==> src/rtl/tl_pkg.sv <==
// rtl/tl_pkg.sv - shared traffic-light timing constants and derived counter widths
package tl_pkg;

    localparam int CLK_HZ     = 48_000_000;
    localparam int SAMPLE_HZ  = 1000;
    localparam int DB_SAMPLES = 20;
    localparam int DIV        = CLK_HZ / SAMPLE_HZ;

    localparam int N_SENS = 3;
    localparam int N_PB   = 3;
    localparam int N_CH   = N_SENS + N_PB;

    // Bits needed to hold 0..n-1, never below one so a degenerate count stays a legal vector.
    function automatic int cnt_w(input int n);
        return (n > 1) ? $clog2(n) : 1;
    endfunction

    localparam int DIV_W = cnt_w(DIV);
    localparam int SEC_W = cnt_w(SAMPLE_HZ);
    localparam int DB_W  = cnt_w(DB_SAMPLES);

endpackage

==> src/rtl/input_conditioner_if.sv <==
// rtl/input_conditioner_if.sv - raw inputs, acks and conditioned outputs of the input conditioner
interface input_conditioner_if;

    logic SNN, SNS, STH;
    logic PNN, PNS, PTH;
    logic ACK_NN, ACK_NS, ACK_TH;
    logic SNN_Q, SNS_Q, STH_Q;
    logic REQ_NN, REQ_NS, REQ_TH;
    logic SENS_CHG, TICK_MS, TICK_S;

    modport master (
        output SNN, SNS, STH, PNN, PNS, PTH, ACK_NN, ACK_NS, ACK_TH,
        input  SNN_Q, SNS_Q, STH_Q, REQ_NN, REQ_NS, REQ_TH, SENS_CHG, TICK_MS, TICK_S
    );

    modport slave (
        input  SNN, SNS, STH, PNN, PNS, PTH, ACK_NN, ACK_NS, ACK_TH,
        output SNN_Q, SNS_Q, STH_Q, REQ_NN, REQ_NS, REQ_TH, SENS_CHG, TICK_MS, TICK_S
    );

endinterface

==> src/rtl/debounce_ch.sv <==
// rtl/debounce_ch.sv - two-flop synchronizer plus tick-sampled debounce for one raw input
module debounce_ch #(
    parameter int DB_SAMPLES = tl_pkg::DB_SAMPLES
) (
    input  logic CLK,
    input  logic RST,
    input  logic tick,
    input  logic raw,
    output logic level
);

    localparam int DB_W = tl_pkg::cnt_w(DB_SAMPLES);
    localparam logic [DB_W-1:0] CNT_LAST = DB_W'(DB_SAMPLES - 1);

    logic            sync_1;
    logic            sync_2;
    logic [DB_W-1:0] count;

    always_ff @(posedge CLK) begin
        if (RST) begin
            sync_1 <= 1'b0;
            sync_2 <= 1'b0;
        end else begin
            sync_1 <= raw;
            sync_2 <= sync_1;
        end
    end

    // Any agreeing sample restarts the run, so only an unbroken run of DB_SAMPLES flips the level.
    always_ff @(posedge CLK) begin
        if (RST) begin
            level <= 1'b0;
            count <= '0;
        end else if (tick) begin
            if (sync_2 == level) begin
                count <= '0;
            end else if (count == CNT_LAST) begin
                level <= ~level;
                count <= '0;
            end else begin
                count <= count + 1'b1;
            end
        end
    end

endmodule

==> src/rtl/input_conditioner.sv <==
// rtl/input_conditioner.sv - sample ticks, debounced sensors, SENS_CHG strobe and pedestrian request latches
module input_conditioner #(
    parameter int CLK_HZ     = tl_pkg::CLK_HZ,
    parameter int SAMPLE_HZ  = tl_pkg::SAMPLE_HZ,
    parameter int DB_SAMPLES = tl_pkg::DB_SAMPLES
) (
    input  logic               CLK,
    input  logic               RST,
    input_conditioner_if.slave io
);

    localparam int DIV   = CLK_HZ / SAMPLE_HZ;
    localparam int DIV_W = tl_pkg::cnt_w(DIV);
    localparam int SEC_W = tl_pkg::cnt_w(SAMPLE_HZ);
    localparam int N_CH  = tl_pkg::N_CH;
    localparam logic [DIV_W-1:0] PRE_LAST = DIV_W'(DIV - 1);
    localparam logic [SEC_W-1:0] SEC_LAST = SEC_W'(SAMPLE_HZ - 1);

    logic [DIV_W-1:0] pre_cnt;
    logic [SEC_W-1:0] sec_cnt;
    logic             tick_ms;
    logic             tick_s;
    logic [N_CH-1:0]  raw;
    logic [N_CH-1:0]  level;
    logic [N_CH-1:0]  level_prev;
    logic [2:0]       ack;
    logic [2:0]       set_ev;
    logic [2:0]       req;
    logic             sens_chg;

    always_comb begin
        tick_ms = (pre_cnt == PRE_LAST);
        tick_s  = tick_ms && (sec_cnt == SEC_LAST);
    end

    always_ff @(posedge CLK) begin
        if (RST) begin
            pre_cnt <= '0;
            sec_cnt <= '0;
        end else begin
            pre_cnt <= tick_ms ? '0 : pre_cnt + 1'b1;
            if (tick_ms) begin
                sec_cnt <= tick_s ? '0 : sec_cnt + 1'b1;
            end
        end
    end

    // Bits 2:0 are the vehicle sensors, bits 5:3 the pushbuttons, NN/NS/TH order in each group.
    assign raw = {io.PTH, io.PNS, io.PNN, io.STH, io.SNS, io.SNN};
    assign ack = {io.ACK_TH, io.ACK_NS, io.ACK_NN};

    for (genvar i = 0; i < N_CH; i++) begin : g_ch
        debounce_ch #(.DB_SAMPLES(DB_SAMPLES)) u_ch (
            .CLK   (CLK),
            .RST   (RST),
            .tick  (tick_ms),
            .raw   (raw[i]),
            .level (level[i])
        );
    end

    // level_prev clears in reset, so an input held high through reset still shows a fresh rising edge.
    always_ff @(posedge CLK) begin
        if (RST) begin
            level_prev <= '0;
            req        <= '0;
        end else begin
            level_prev <= level;
            req        <= set_ev | (req & ~ack);
        end
    end

    always_comb begin
        set_ev   = level[5:3] & ~level_prev[5:3];
        sens_chg = |(level[2:0] ^ level_prev[2:0]);
    end

    assign io.SNN_Q    = level[0];
    assign io.SNS_Q    = level[1];
    assign io.STH_Q    = level[2];
    assign io.REQ_NN   = req[0];
    assign io.REQ_NS   = req[1];
    assign io.REQ_TH   = req[2];
    assign io.SENS_CHG = sens_chg;
    assign io.TICK_MS  = tick_ms;
    assign io.TICK_S   = tick_s;

endmodule

==> src/flat_wrapper.sv <==
// flat-port wrapper written by rule: the top's interface ports become plain ports
module input_conditioner_flat 
#(
    parameter int CLK_HZ     = tl_pkg::CLK_HZ,
    parameter int SAMPLE_HZ  = tl_pkg::SAMPLE_HZ,
    parameter int DB_SAMPLES = tl_pkg::DB_SAMPLES
)
  (CLK, RST, io_SNN, io_SNS, io_STH, io_PNN, io_PNS, io_PTH, io_ACK_NN, io_ACK_NS, io_ACK_TH, io_SNN_Q, io_SNS_Q, io_STH_Q, io_REQ_NN, io_REQ_NS, io_REQ_TH, io_SENS_CHG, io_TICK_MS, io_TICK_S);
  input_conditioner_if io_i ();
  input  logic CLK;
  input  logic RST;
  input wire logic [$bits(io_i.SNN)-1:0] io_SNN;
  input wire logic [$bits(io_i.SNS)-1:0] io_SNS;
  input wire logic [$bits(io_i.STH)-1:0] io_STH;
  input wire logic [$bits(io_i.PNN)-1:0] io_PNN;
  input wire logic [$bits(io_i.PNS)-1:0] io_PNS;
  input wire logic [$bits(io_i.PTH)-1:0] io_PTH;
  input wire logic [$bits(io_i.ACK_NN)-1:0] io_ACK_NN;
  input wire logic [$bits(io_i.ACK_NS)-1:0] io_ACK_NS;
  input wire logic [$bits(io_i.ACK_TH)-1:0] io_ACK_TH;
  output wire logic [$bits(io_i.SNN_Q)-1:0] io_SNN_Q;
  output wire logic [$bits(io_i.SNS_Q)-1:0] io_SNS_Q;
  output wire logic [$bits(io_i.STH_Q)-1:0] io_STH_Q;
  output wire logic [$bits(io_i.REQ_NN)-1:0] io_REQ_NN;
  output wire logic [$bits(io_i.REQ_NS)-1:0] io_REQ_NS;
  output wire logic [$bits(io_i.REQ_TH)-1:0] io_REQ_TH;
  output wire logic [$bits(io_i.SENS_CHG)-1:0] io_SENS_CHG;
  output wire logic [$bits(io_i.TICK_MS)-1:0] io_TICK_MS;
  output wire logic [$bits(io_i.TICK_S)-1:0] io_TICK_S;
  assign io_i.SNN = io_SNN;
  assign io_i.SNS = io_SNS;
  assign io_i.STH = io_STH;
  assign io_i.PNN = io_PNN;
  assign io_i.PNS = io_PNS;
  assign io_i.PTH = io_PTH;
  assign io_i.ACK_NN = io_ACK_NN;
  assign io_i.ACK_NS = io_ACK_NS;
  assign io_i.ACK_TH = io_ACK_TH;
  assign io_SNN_Q = io_i.SNN_Q;
  assign io_SNS_Q = io_i.SNS_Q;
  assign io_STH_Q = io_i.STH_Q;
  assign io_REQ_NN = io_i.REQ_NN;
  assign io_REQ_NS = io_i.REQ_NS;
  assign io_REQ_TH = io_i.REQ_TH;
  assign io_SENS_CHG = io_i.SENS_CHG;
  assign io_TICK_MS = io_i.TICK_MS;
  assign io_TICK_S = io_i.TICK_S;
  input_conditioner #(.CLK_HZ(CLK_HZ), .SAMPLE_HZ(SAMPLE_HZ), .DB_SAMPLES(DB_SAMPLES)) u_core (.CLK(CLK), .RST(RST), .io(io_i));
endmodule
==> config.mk <==
export PLATFORM = sky130hd
export DESIGN_NAME = input_conditioner_flat
export DESIGN_NICKNAME = d
export VERILOG_FILES = /design/src/rtl/tl_pkg.sv /design/src/rtl/input_conditioner_if.sv /design/src/rtl/debounce_ch.sv /design/src/rtl/input_conditioner.sv /design/src/flat_wrapper.sv
export SDC_FILE = /design/constraint.sdc
export NUM_CORES = 1
export LEC_CHECK = 0
export ABC_AREA = 1
export CORE_MARGIN = 3
export CORE_UTILIZATION = 30
export DETAILED_ROUTE_END_ITERATION = 6
export MAX_ROUTING_LAYER = met4
export PLACE_DENSITY_LB_ADDON = 0.12
export SYNTH_ARGS = -nofsm -noshare
export SYNTH_HDL_FRONTEND = slang
export SYNTH_SLANG_ARGS = --single-unit
==> constraint.sdc <==
create_clock -name CLK -period 1.7 [get_ports CLK]
set_input_delay 0.34 -clock CLK [delete_from_list [all_inputs] [get_ports CLK]]
set_output_delay 0.34 -clock CLK [all_outputs]
set_load 0.005 [all_outputs]
==> impl_results.md <==
- Final WL: 9300 um
- Cell count of the worst reg-to-reg path: 12
- Fin crit period: 1820 ps
- Vias: 3,632
- Vias in the first global route: 3,524
- FP Rows: 41
- CTS H-tree depth: 3
- Worst hold start: u_core.g_ch[4].u_ch.sync_1
- CP Launch Point: u_core.pre_cnt[1]
- Crit path DAT: 1480 ps
- GP Congestion: 0.788
- Setup violators final: 2
- Slowest CP cell: dfxtp_2
- Crit path capture type: output port
- Relative slew slack: 0.734
- # DRC: 0
- Sequential share of power: 0.472
- Yosys warning count: 0
- Avg WL per Cell: 11.3 um
- Initial antenna violation count: 0
- Final #Nets: 663
- Critical path endpoint: io_TICK_S
- Psw: 0.000880 W
- Worst setup SP type: flop
- CTS tree: yes
- Root Driver: clkbuf_16
- Pint: 0.00330 W
- Leakage: 2.26 nW
- Tot Pwr: 0.00418 W
- Total gr overflow: 0
- Status: complete, but fails checks
- Area share of the largest cell type after synthesis: 0.420
- Unique cell type count in the Yosys netlist: 28
- Largest area contributor in the netlist: dfxtp_1
- Final Cycle Share: 1.07
- Clock Sinks: 83
- Synth top area cells: dfxtp_1, nand2_1, inv_1
- Total CTS buffers: 9
- DIE AREA: 0.0146 mm^2
- Clk pin slew, worst setup/hold paths: 60 ps
- DRT iter0 DRCs: 125
- Power Density: 804 mW/mm^2
- Path length in cells of the critical path: 9
- Antenna Nets Post-Route: 0
- Final Hold Viols: 0
- Critical path cell sequence: ha_4 > nand2_4 > nor2_4 > nand2_4 > nor2_4 > buf_6 > nand2_4 > inv_2 > buf_6
- Worst skew pair latency: 340 ps
- Number of synthesized register bits: 83
- Final core utilization: 0.407
- Share of cells above drive strength 1: 0.193
- IR drop worst, VDD: 0.000524 V
- RSZ-0062 raised after global routing: yes
- Post-synthesis sequential area ratio: 0.420
- Vias/cell: 4.42
- IO Port Bufs: 19
- Clock Path Buffers: 2
- Peak Freq: 549 MHz
- Die Ht: 121 um
- Max-cap violations: 0
- Chip Width: 121 um
- Failing checks: negative setup slack
- First-pass GRT wire length: 16,000 um
- Crit path required time: 1360 ps
- Logic pwr share: 0.031
- Crit path buf inv count: 3
- Worst stage delay on the critical path: 350 ps
- Switch share: 0.210
- Hold Crit Class: reg -> reg
- Fin. max-slew vios: 0
- Most frequent CP cell: nand2_4
- Initial Utilization: 0.310
- Core Box Area: 0.0128 mm^2
- Synth Net Count: 583
- Diode count: 0
- Final worst setup slack: -123 ps
- Worst slew pin tran: 398 ps
- Reg-to-Reg End: u_core.g_ch[3].u_ch.count[0]
- Total GRT Usage: 0.141
- HPWL after DPL: 6630 um
- WS Path Type: reg -> out
- Initial DRT Pass Iterations: 4
- Largest net degree at the start of global routing: 29
- R2R Path Start: u_core.pre_cnt[1]
- CP delay by family, top: simple AND/OR/NAND/NOR gates
- Mapped Avg Cell Area: 7.02 um^2
- Syn Inst Count: 564
- Final setup skew: 7.70 ps
- Crit Path Max Fanout: 2
- Clock Power Share: 0.496
- Synth-to-Final Area Change: 31.4%
- R2R Setup Slk: 100 ps
- Post-synth design cell area: 0.00396 mm^2
- Io pins: 20
## through the flow
step	hold WS [ps]	instance area [um^2]	TNS, ps	setup slack, ps	std cells
finish	401	5200	-164	-123	821
detailed placement	394	4660	-527	-276	794
global placement	391	4660	-527	-279	794
global route	425	5200	-335	-211	821
CTS	402	5120	-231	-108	819
floorplan	388	3960	0	157	564
## Yosys cell counts
library cell and number:
o21ai_0 16, xor2_1 18, a21oi_1 26, nand3_1 58
inv_1 81, xnor2_1 5, dfxtp_1 83, nor2_1 81
inv_4 1, ha_1 8, buf_1 3, buf_2 4
nor2_2 2, nor3_1 7, or2_2 2, nand2_2 4
nand4_1 18, buf_4 1, inv_2 3, nand3b_1 1
nand2_1 126, o32ai_1 3, clkbuf_1 1, o21a_1 1
nor3b_1 2, nor2_4 4, nand2_4 1, buf_6 4
## power groups by stage
| stage | Sequential [W] | Combinational, W | Clock, W |
|---|---|---|---|
| final | 0.00198 | 0.000131 | 0.00208 |
| after global routing | 0.00198 | 0.000149 | 0.00223 |
| after CTS | 0.00198 | 0.000131 | 0.00216 |
| after detailed placement | 0.00202 | 0.000127 | 0 |
| after global placement | 0.00202 | 0.000125 | 0 |
| after floorplan | 0.00202 | 0.0000687 | 0 |
## logic make-up after synthesis
kind of cell / Yosys count / share of synthesized area
adder cells (fa/ha/maj): 8 / 0.0253
flip-flops: 83 / 0.420
AND/OR/NAND/NOR: 306 / 0.339
AO/OA/AOI/OAI: 46 / 0.0616
buffers and inverters: 98 / 0.103
XOR/XNOR: 23 / 0.0509
## per-layer routing
layer,global-route usage,vias up,routed length [um]
li1,-,1940,-
met1,0.175,1649,4550
met2,0.217,32,4340
met3,0.0284,11,221
met4,0.0765,0,184
met5,-,-,0
## cell usage in the layout (no fill, tap or decap), types with 6 or more instances in the layout
cell type	synthesis	final
nand4_1	18	18
buf_4	1	56
buf_6	4	7
a21oi_1	26	26
clkdlybuf4s50_1	0	14
dfxtp_1	83	73
inv_2	3	7
xor2_1	18	18
o21ai_0	16	16
clkbuf_16	0	10
nor2_4	4	6
nand2_1	126	119
nand2_2	4	7
inv_1	81	75
nand3_1	58	57
nor2_1	81	80
nor3_1	7	7
dfxtp_2	0	10
ha_1	8	7
## area by class of cell
type	count	area [um^2]
clock inverter	5	77.6
timing repair buffer	82	706
tap	172	215
clock buffer	11	233
inverter	85	327
fill	1352	7570
multi-input combinational	383	1970
sequential	83	1670
## flip-flops by register name, indices dropped and copies added, names as in the netlist
name	cells
u_core.g_ch.u_ch.sync_2	6
u_core.req	3
u_core.pre_cnt	16
u_core.g_ch.u_ch.level	6
u_core.sec_cnt	10
u_core.g_ch.u_ch.sync_1	6
u_core.g_ch.u_ch.count	30
u_core.level_prev	6
## worst min-delay path: stages, from the launching register on
cell and delay, ps:
dfxtp_1 290, inv_1 40, nor2_1 30
## how the worst min path moves through the flow
stage               depth (start not counted)  slack, ps                    endpoint
finish                                      2        400  u_core.g_ch[4].u_ch.sync_2
CTS                                         2        400  u_core.g_ch[4].u_ch.sync_2
floorplan                                   2        390  u_core.g_ch[0].u_ch.sync_2
global placement                            2        390  u_core.g_ch[2].u_ch.sync_2
global route                                2        430  u_core.g_ch[5].u_ch.sync_2
detailed placement                          2        390  u_core.g_ch[4].u_ch.sync_2
## repair_timing
action / in CTS / in global routing
hold buffers: 0 / 0
gates cloned: 0 / 1
buffers inserted: 9 / 5
pin swaps: 7 / 8
resized for setup: 38 / 21
endpoints found under the setup margin: 5 / 60
Power figures use the tool's default switching activity.
